===== config.mk =====
export PLATFORM = sky130hd
export DESIGN_NAME = pipeline_control
export DESIGN_NICKNAME = d
export VERILOG_FILES = /design/src/rtl/pipeline_pkg.sv /design/src/rtl/pipeline_control_hazard_detect.sv /design/src/rtl/pipeline_control.sv
export SDC_FILE = /design/constraint.sdc
export NUM_CORES = 1
export LEC_CHECK = 0
export ABC_AREA = 1
export BUFFER_PORTS_ARGS = -buffer_cell sky130_fd_sc_hd__buf_2
export CORE_UTILIZATION = 30
export DETAILED_ROUTE_END_ITERATION = 16
export HOLD_SLACK_MARGIN = 0.05
export PLACE_DENSITY = 0.52
export SLEW_MARGIN = 10
export SYNTH_ARGS = -nofsm -noshare
export SYNTH_HDL_FRONTEND = slang
export SYNTH_HIERARCHICAL = 1
export SYNTH_SLANG_ARGS = --single-unit
export TNS_END_PERCENT = 5

===== constraint.sdc =====
create_clock -name clock -period 4.2 [get_ports clock]
set_input_delay 0.63 -clock clock [delete_from_list [all_inputs] [get_ports clock]]
set_output_delay 0.63 -clock clock [all_outputs]
set_load 0.05 [all_outputs]

===== src/rtl/pipeline_pkg.sv =====
// Shared definitions for the 5-stage 20-bit pipeline: instruction layout,
// opcode constants and the controller state encoding.
package pipeline_pkg;

  typedef logic [19:0] instr_t;

  localparam int OP_HI  = 19;
  localparam int OP_LO  = 16;
  localparam int RD_HI  = 15;
  localparam int RD_LO  = 12;
  localparam int RS1_HI = 11;
  localparam int RS1_LO = 8;
  localparam int RS2_HI = 7;
  localparam int RS2_LO = 4;

  localparam logic [3:0] OP_NOP  = 4'h0;
  localparam logic [3:0] OP_LW   = 4'h1;
  localparam logic [3:0] OP_SW   = 4'h2;
  localparam logic [3:0] OP_BEQ  = 4'h3;
  localparam logic [3:0] OP_J    = 4'h4;
  localparam logic [3:0] OP_HALT = 4'hF;

  localparam int CNT_W = 16;

  typedef enum logic [1:0] {
    ST_RUN    = 2'd0,
    ST_STALL  = 2'd1,
    ST_DRAIN  = 2'd2,
    ST_HALTED = 2'd3
  } ctrl_state_e;

  function automatic logic [3:0] op_of(input instr_t i);
    return i[OP_HI:OP_LO];
  endfunction

  function automatic logic [3:0] rd_of(input instr_t i);
    return i[RD_HI:RD_LO];
  endfunction

  function automatic logic [3:0] rs1_of(input instr_t i);
    return i[RS1_HI:RS1_LO];
  endfunction

  function automatic logic [3:0] rs2_of(input instr_t i);
    return i[RS2_HI:RS2_LO];
  endfunction

endpackage


===== src/rtl/pipeline_control_hazard_detect.sv =====
// Combinational hazard detection: load-use between ID/EX and IF/ID, and
// taken-branch/jump redirect from EX/MEM.
module hazard_detect
  import pipeline_pkg::*;
(
  input  instr_t id_instruction,
  input  instr_t ex_instruction,
  input  instr_t mem_instruction,
  input  logic   mem_alu_zero,
  output logic   load_use,
  output logic   redirect
);

  logic [3:0] id_op;
  logic [3:0] ex_op;
  logic [3:0] mem_op;
  logic       id_reads_rs1;
  logic       id_reads_rs2;
  logic       unused_fields;

  assign id_op  = op_of(id_instruction);
  assign ex_op  = op_of(ex_instruction);
  assign mem_op = op_of(mem_instruction);

  // NOP, J and HALT carry no register operands; LW reads only its base rs1.
  assign id_reads_rs1 = !(id_op inside {OP_NOP, OP_J, OP_HALT});
  assign id_reads_rs2 = !(id_op inside {OP_NOP, OP_LW, OP_J, OP_HALT});

  assign load_use = (ex_op == OP_LW) && (rd_of(ex_instruction) != 4'd0) &&
                    ((id_reads_rs1 && (rd_of(ex_instruction) == rs1_of(id_instruction))) ||
                     (id_reads_rs2 && (rd_of(ex_instruction) == rs2_of(id_instruction))));

  assign redirect = (mem_op == OP_J) || ((mem_op == OP_BEQ) && mem_alu_zero);

  assign unused_fields = ^{id_instruction[15:12], id_instruction[3:0],
                           ex_instruction[11:0], mem_instruction[15:0]};

endmodule


===== src/rtl/pipeline_control.sv =====
// Hazard and sequencing controller: PC/pipeline-register enables, flushes,
// load-use stalls, branch squashing and HALT drain, with a stall-cycle counter.
module pipeline_control
  import pipeline_pkg::*;
#(
  parameter int STALL_CYCLES = 1,
  parameter int DRAIN_CYCLES = 2
) (
  input  logic        clock,
  input  logic        reset,
  input  instr_t      id_instruction,
  input  instr_t      ex_instruction,
  input  instr_t      mem_instruction,
  input  logic        mem_alu_zero,
  input  logic [19:0] mem_alu_result,
  output logic        pc_write,
  output logic        pc_sel,
  output logic [19:0] pc_target,
  output logic        if_id_write,
  output logic        if_id_flush,
  output logic        id_ex_flush,
  output logic        ex_mem_flush,
  output logic        halted,
  output logic [15:0] stall_total
);

  localparam logic [CNT_W-1:0] STALL_INIT = CNT_W'((STALL_CYCLES > 1) ? STALL_CYCLES - 1 : 0);
  localparam logic [CNT_W-1:0] DRAIN_INIT = CNT_W'((DRAIN_CYCLES > 1) ? DRAIN_CYCLES - 1 : 0);

  ctrl_state_e      state, state_n;
  logic [CNT_W-1:0] cnt, cnt_n;
  logic             load_use, redirect;
  logic             stall_inc;

  hazard_detect u_hazard (
    .id_instruction  (id_instruction),
    .ex_instruction  (ex_instruction),
    .mem_instruction (mem_instruction),
    .mem_alu_zero    (mem_alu_zero),
    .load_use        (load_use),
    .redirect        (redirect)
  );

  always_comb begin
    state_n      = state;
    cnt_n        = cnt;
    pc_write     = 1'b1;
    pc_sel       = 1'b0;
    pc_target    = '0;
    if_id_write  = 1'b1;
    if_id_flush  = 1'b0;
    id_ex_flush  = 1'b0;
    ex_mem_flush = 1'b0;
    halted       = 1'b0;
    case (state)
      ST_RUN: begin
        if (redirect) begin
          pc_sel       = 1'b1;
          pc_target    = mem_alu_result;
          if_id_flush  = 1'b1;
          id_ex_flush  = 1'b1;
          ex_mem_flush = 1'b1;
        end else if (load_use) begin
          pc_write    = 1'b0;
          if_id_write = 1'b0;
          id_ex_flush = 1'b1;
          if (STALL_CYCLES > 1) begin
            state_n = ST_STALL;
            cnt_n   = STALL_INIT;
          end
        end else if (op_of(mem_instruction) == OP_HALT) begin
          pc_write    = 1'b0;
          if_id_flush = 1'b1;
          state_n     = ST_DRAIN;
          cnt_n       = DRAIN_INIT;
        end
      end
      ST_STALL: begin
        // A squashing redirect makes the remaining bubbles pointless.
        if (redirect) begin
          pc_sel       = 1'b1;
          pc_target    = mem_alu_result;
          if_id_flush  = 1'b1;
          id_ex_flush  = 1'b1;
          ex_mem_flush = 1'b1;
          state_n      = ST_RUN;
          cnt_n        = '0;
        end else begin
          pc_write    = 1'b0;
          if_id_write = 1'b0;
          id_ex_flush = 1'b1;
          cnt_n       = cnt - CNT_W'(1);
          if (cnt <= CNT_W'(1)) begin
            state_n = ST_RUN;
            cnt_n   = '0;
          end
        end
      end
      ST_DRAIN: begin
        pc_write    = 1'b0;
        if_id_write = 1'b0;
        if_id_flush = 1'b1;
        id_ex_flush = 1'b1;
        if (cnt == '0) state_n = ST_HALTED;
        else           cnt_n   = cnt - CNT_W'(1);
      end
      ST_HALTED: begin
        halted      = 1'b1;
        pc_write    = 1'b0;
        if_id_write = 1'b0;
      end
      default: begin
        state_n = ST_RUN;
        cnt_n   = '0;
      end
    endcase
  end

  assign stall_inc = !pc_write && (state != ST_HALTED);

  always_ff @(posedge clock or posedge reset) begin
    if (reset) begin
      state       <= ST_RUN;
      cnt         <= '0;
      stall_total <= '0;
    end else begin
      state <= state_n;
      cnt   <= cnt_n;
      if (stall_inc && (stall_total != 16'hFFFF)) stall_total <= stall_total + 16'd1;
    end
  end

endmodule


==> results_dict.tcl, run 1 <==
set metrics [dict create \
    status "complete, no violations" \
    postCtsSetupRepairBufs 0 \
    syn_avg_cell_area_um2 6.557 \
    power_frac_comb 0.600 \
    finalHoldViolations 0 \
    cts_tree "built" \
    seqPwrFrac 0.234 \
    period_minus_slack_ps 3117 \
    cp.required_ps 3570 \
    cts_max_path_buffers 2 \
    post-place-ws_ps 1028 \
    first_global_vias 2258 \
    die_y_um 96.32 \
    swShare 0.5424 \
    cpPeakStageDelay_ps 510 \
    cts_resized 0 \
    crit_slowest_cell "a221oi_1" \
    hold_path.class "in -> async" \
    start_util 0.3075 \
    dp_hpwl_um 4902 \
    postRouteAntennaNets 0 \
    clkPwrFrac 0.166 \
    wl_um 6237 \
    utilization 0.3852 \
    synth.distinct_cells 29 \
    gp_congestion 0.8011 \
    dp.cells 598 \
    syn-cell-area_mm2 0.002669 \
    power.switching_mw 1.245 \
    num_rows 34 \
    startpoint_type "input port" \
    cp-end-kind "output pin" \
    p_int_mw 1.050 \
    die_w_um 96.32 \
    synth_seq_cells 34 \
    num-nets-final 589 \
    coreArea_mm2 0.008678 \
    port_buffers 89 \
    grt_max_degree 35 \
    antenna_found_initial 0 \
    clkTransAtPathRegs_ps 80 \
    first_pass_iters 4 \
    cellLeakagePower_nw 1.898 \
    vias 2697 \
    place_area_mm2 0.003201 \
    setup_violations 0 \
    rsz0062_at_grt "no" \
    drive_above_1_share 0.2430 \
    io_pins 126 \
    drc 0 \
    path_class "in -> out" \
    worstMarginPinSlew_ps 619.3 \
    num_antenna_cells 0 \
    yosysSeqAreaShare 0.3188 \
    synth_nets 499 \
    cts_buffers 5 \
    grt.overflow.total 0 \
    final_cells 606 \
    root_buffer "clkbuf_8" \
    period_share 0.7422 \
    drv_cap 0 \
    synth_top_cell_area_share 0.3188 \
    arrival_ps 2490 \
    h-tree-depth 2 \
    grt_usage 0.1331 \
    grt_pass1_wl_um 9749 \
    finalMaxSlewViolations 0 \
    p_per_area_mw_per_mm2 686.4 \
    wl_per_cell_um 10.29 \
    die-area_mm2 0.009278 \
    crit_fanout 21 \
    fmax_mhz 320.8 \
    clock_sinks 34 \
    drt_iter0_drc 96 \
    setup_tns_ps 0 \
    fin_skew_ps 3.284 \
    yosys-top-cells-area "dfrtp_1, nand2_1, nor2_1" \
    cp_cell_sequence "buf_2 > o21bai_1 > a221oi_1 > nand2_1 > nand2_1 > inv_1 > a31oi_1 > buf_2" \
    ctsHoldBuffers 0 \
    yosysWarnings 6 \
    yosys.area.top_type "dfrtp_1" \
    maxSlewHeadroom 0.5871 \
    vias_per_cell 4.450 \
    synthCells 407 \
    postLayoutCellArea_mm2 0.003343 \
    syn_to_final_growth_pct 25.27 \
    final.setup.worst_slack_ps 1083 \
    ir_worst_vdd_mv 0.2829 \
    clock_latency_ps 280 \
]
==> sequential cells by signal, indices dropped and copies added, names as in the netlist <==
signal	cells
state	2
cnt	16
stall_total	16
==> layer usage <==
layer  vias to the layer above  track usage  wire length (um)
met3                         4      0.02212               381
met1                      1189       0.1754              3067
li1                       1424            -                 -
met4                         0      0.02941                42
met5                         -            0                 0
met2                        80       0.2275              2746
==> path summary, 6_finish.rpt <==
check	slack, ps	end	start	cells after the start
worst max-delay path	1080	if_id_flush	mem_instruction[19]	8
worst max register to register	1880	stall_total[15]$_DFFE_PP0P_	state[1]$_DFFE_PP0P_	11
worst min register to register	540	cnt[15]$_DFFE_PP0P_	cnt[15]$_DFFE_PP0P_	3
min in group clock	540	cnt[15]$_DFFE_PP0P_	cnt[15]$_DFFE_PP0P_	3
worst min-delay path	430	cnt[15]$_DFFE_PP0P_	reset	3
max in group asynchronous	3440	stall_total[14]$_DFFE_PP0P_	reset	3
==> stage by stage <==
stage | hold slack (ps) | power (mW)
floorplan | 502.7 | 1.673
global placement | 531.0 | 1.921
detailed placement | 528.7 | 1.934
CTS | 451.6 | 2.327
global route | 480.8 | 2.507
finish | 430.4 | 2.295
==> cell usage after synthesis <==
library cell / count
nand2_1: 108
nor2_1: 74
inv_1: 68
dfrtp_1: 34
nand3_1: 25
xor2_1: 12
ha_1: 9
o21ai_0: 9
nor3_1: 8
nand4_1: 7
o21ai_2: 7
o21bai_1: 6
inv_2: 5
nand3b_1: 5
a21oi_1: 4
xnor2_1: 4
buf_6: 3
nor2_2: 3
a31oi_1: 2
buf_4: 2
clkbuf_1: 2
nand2_2: 2
nor2_4: 2
a21oi_4: 1
a221oi_1: 1
a22oi_1: 1
inv_4: 1
nand2_4: 1
nand3_4: 1
==> worst max-delay path: cells and delay by family <==
| kind | cells | cell delay, ps |
|---|---|---|
| AOI/OAI and AO/OA | 3 | 900 |
| buffers and inverters | 3 | 650 |
| and+or+nand+nor | 2 | 300 |
==> power groups by stage <==
stage	clock (mW)	sequential, mW	combinational [mW]
2_1_floorplan	0	0.664	1.01
4_1_cts	0.395	0.538	1.39
3_3_place_gp	0	0.543	1.38
5_1_grt	0.410	0.554	1.54
6_report	0.381	0.537	1.38
3_5_place_dp	0	0.544	1.39
==> area by class of cell <==
cell class	count	area, um^2
Multi-Input combinational cell	292	1481
Timing Repair Buffer	90	452.9
Clock buffer	6	82.58
Fill cell	939	5335
Clock inverter	2	60.06
Tap cell	108	135.1
Inverter	74	280.3
Sequential cell	34	850.8
==> cells in the final DEF (no fill, tap or decap), types with 3 or more instances in the layout <==
master      n
nor2_2      3
nand3b_1    5
o21bai_1    6
inv_1      68
nor3_1      8
o21ai_2     7
buf_2      89
dfrtp_1    34
inv_2       5
o21ai_0     9
a21oi_1     4
nand4_1     7
clkbuf_8    6
ha_1        9
nand2_1   108
xor2_1     12
nor2_1     74
nand3_1    25
xnor2_1     4
==> cell families (layout without fill, tap and decap cells) <==
logic type	Yosys count	count (layout)	synth area share
AND/OR/NAND/NOR	236	236	0.3793
buffers and inverters	81	172	0.1261
flip-flops	34	34	0.3188
AO/OA/AOI/OAI	31	31	0.08111
XOR/XNOR	16	16	0.05251
adder cells (fa/ha/maj)	9	9	0.04219
Note: power is estimated with default switching activity, not from simulation.
==> run 2, diff against run 1 <==
- PLACE_DENSITY: 0.52 -> 0.54
- clock period: 4.2 -> 2.68 ns (I/O delays scaled with it)
==> run 2 against run 1 <==
  * First-iteration DRC count down 26%
  * Sequential power up 57%
  * Non-clock buffer count up 4
  * Critical path depth is the same
  * Sequential share of layout area shrank 0.63 points
  * Largest cell class unchanged
  * Largest power group unchanged
==> results_dict.tcl, run 2 (synthesized netlist as in run 1, its figures left out) <==
set metrics [dict create \
    ir_worst_vdd_mv 0.6954 \
    wl_per_cell_um 10.73 \
    hold_path.class "in -> async" \
    worstMarginPinSlew_ps 454.4 \
    swShare 0.5467 \
    drive_above_1_share 0.2928 \
    cts_max_path_buffers 2 \
    port_buffers 89 \
    ctsHoldBuffers 0 \
    syn_to_final_growth_pct 28.46 \
    drv_cap 0 \
    place_area_mm2 0.003291 \
    start_util 0.3075 \
    first_global_vias 2470 \
    coreArea_mm2 0.008678 \
    die_w_um 96.32 \
    final_cells 610 \
    io_pins 126 \
    rsz0062_at_grt "no" \
    layout_common_cells "nand2_1, buf_2, inv_1" \
    dp_hpwl_um 5290 \
    die_y_um 96.32 \
    dp.cells 602 \
    vias_per_cell 4.393 \
    multiInputGateArea_mm2 0.001541 \
    maxSlewHeadroom 0.6971 \
    seqPwrFrac 0.230 \
    root_buffer "clkbuf_8" \
    drt_iter0_drc 71 \
    postLayoutCellArea_mm2 0.003428 \
    gp_congestion 0.7631 \
    finalMaxSlewViolations 0 \
    cts_resized 0 \
    first_pass_iters 4 \
    wl_um 6543 \
    layout_commonest_cell "nand2_1" \
    arrival_ps 2070 \
    p_per_area_mw_per_mm2 1070 \
    num_rows 34 \
    cts_buffers 5 \
    path_class "reg -> out" \
    postRouteAntennaNets 0 \
    antenna_found_initial 0 \
    clock_sinks 34 \
    cts_tree "built" \
    clkTransAtPathRegs_ps 80 \
    cellLeakagePower_nw 1.909 \
    fmax_mhz 404.0 \
    h-tree-depth 2 \
    crit_fanout 20 \
    num-nets-final 593 \
    fillers 958 \
    cp.required_ps 2280 \
    top_regs "cnt (16), stall_total (16), state (2)" \
    clock_latency_ps 290 \
    grt.overflow.total 0 \
    setup_violations 0 \
    p_int_mw 1.663 \
    finalHoldViolations 0 \
    status "complete, no violations" \
    cp-end-kind "output pin" \
    grt_usage 0.1514 \
    period_share 0.9236 \
    ff2ff_path_depth 10 \
    fin_skew_ps 11.88 \
    drc 0 \
    power_frac_comb 0.610 \
    startpoint_type "register" \
    clkPwrFrac 0.159 \
    num_antenna_cells 0 \
    grt_pass1_wl_um 10910 \
    grt_max_degree 35 \
    die-area_mm2 0.009278 \
    power.switching_mw 2.005 \
    postCtsSetupRepairBufs 0 \
    seqCellArea_um2 850.8 \
    vias 2680 \
    period_minus_slack_ps 2475 \
]
run 2: path summary, 6_finish.rpt:
path	start	endpoint	slack, ps
max reg2reg	state[0]$_DFFE_PP0P_	cnt[13]$_DFFE_PP0P_	640
min reg2reg	stall_total[2]$_DFFE_PP0P_	stall_total[2]$_DFFE_PP0P_	560
min	reset	cnt[0]$_DFFE_PP0P_	190
min in group clock	stall_total[2]$_DFFE_PP0P_	stall_total[2]$_DFFE_PP0P_	560
max	state[1]$_DFFE_PP0P_	pc_target[10]	200
max in group asynchronous	reset	stall_total[9]$_DFFE_PP0P_	2160
run 2: per-layer routing:
metal / up-vias / global-route usage / part of all wire
met4: 0 / 0.04167 / 0.011
met5: - / 0 / 0
li1: 1431 / - / -
met2: 39 / 0.2677 / 0.49
met3: 10 / 0.02686 / 0.029
met1: 1200 / 0.1880 / 0.47
run 2: final cells by class:
| type | count | share of cell area |
|---|---|---|
| Clock buffer | 5 | 0.02007 |
| Clock inverter | 3 | 0.02007 |
| Inverter | 74 | 0.08175 |
| Multi-Input combinational cell | 292 | 0.4496 |
| Sequential cell | 34 | 0.2482 |
| Tap cell | 108 | 0.03942 |
| Timing Repair Buffer | 94 | 0.1409 |
run 2: through the flow:
step,hold WS (ps),setup WS (ps),power (mW),utilization,TNS [ps]
after floorplan,502.7,-137.5,2.649,-,-2975
after global placement,531.4,324.9,3.091,0.3792,0
after detailed placement,533.9,315.0,3.120,0.3792,0
after CTS,210.4,191.5,3.715,0.3950,0
after global routing,228.2,46.21,3.979,0.3950,0
final,191.1,204.8,3.668,0.3950,0
run 2: critical path, cell delays in order (launching register included):
cell and delay [ps]:
dfrtp_1 420, inv_1 140, ha_1 280, nand2_1 100, nand2_1 140, inv_1 80
buf_4 230, nor2_2 120, buf_2 270
run 2: power by group through the flow:
stage                     logic [mW]  registers [mW]  clock network (mW)
after floorplan                 1.61            1.04                   0
after global placement          2.24           0.852                   0
final                           2.24           0.845               0.585
after global routing            2.48           0.876               0.620
after CTS                       2.27           0.846               0.598
after detailed placement        2.27           0.853                   0
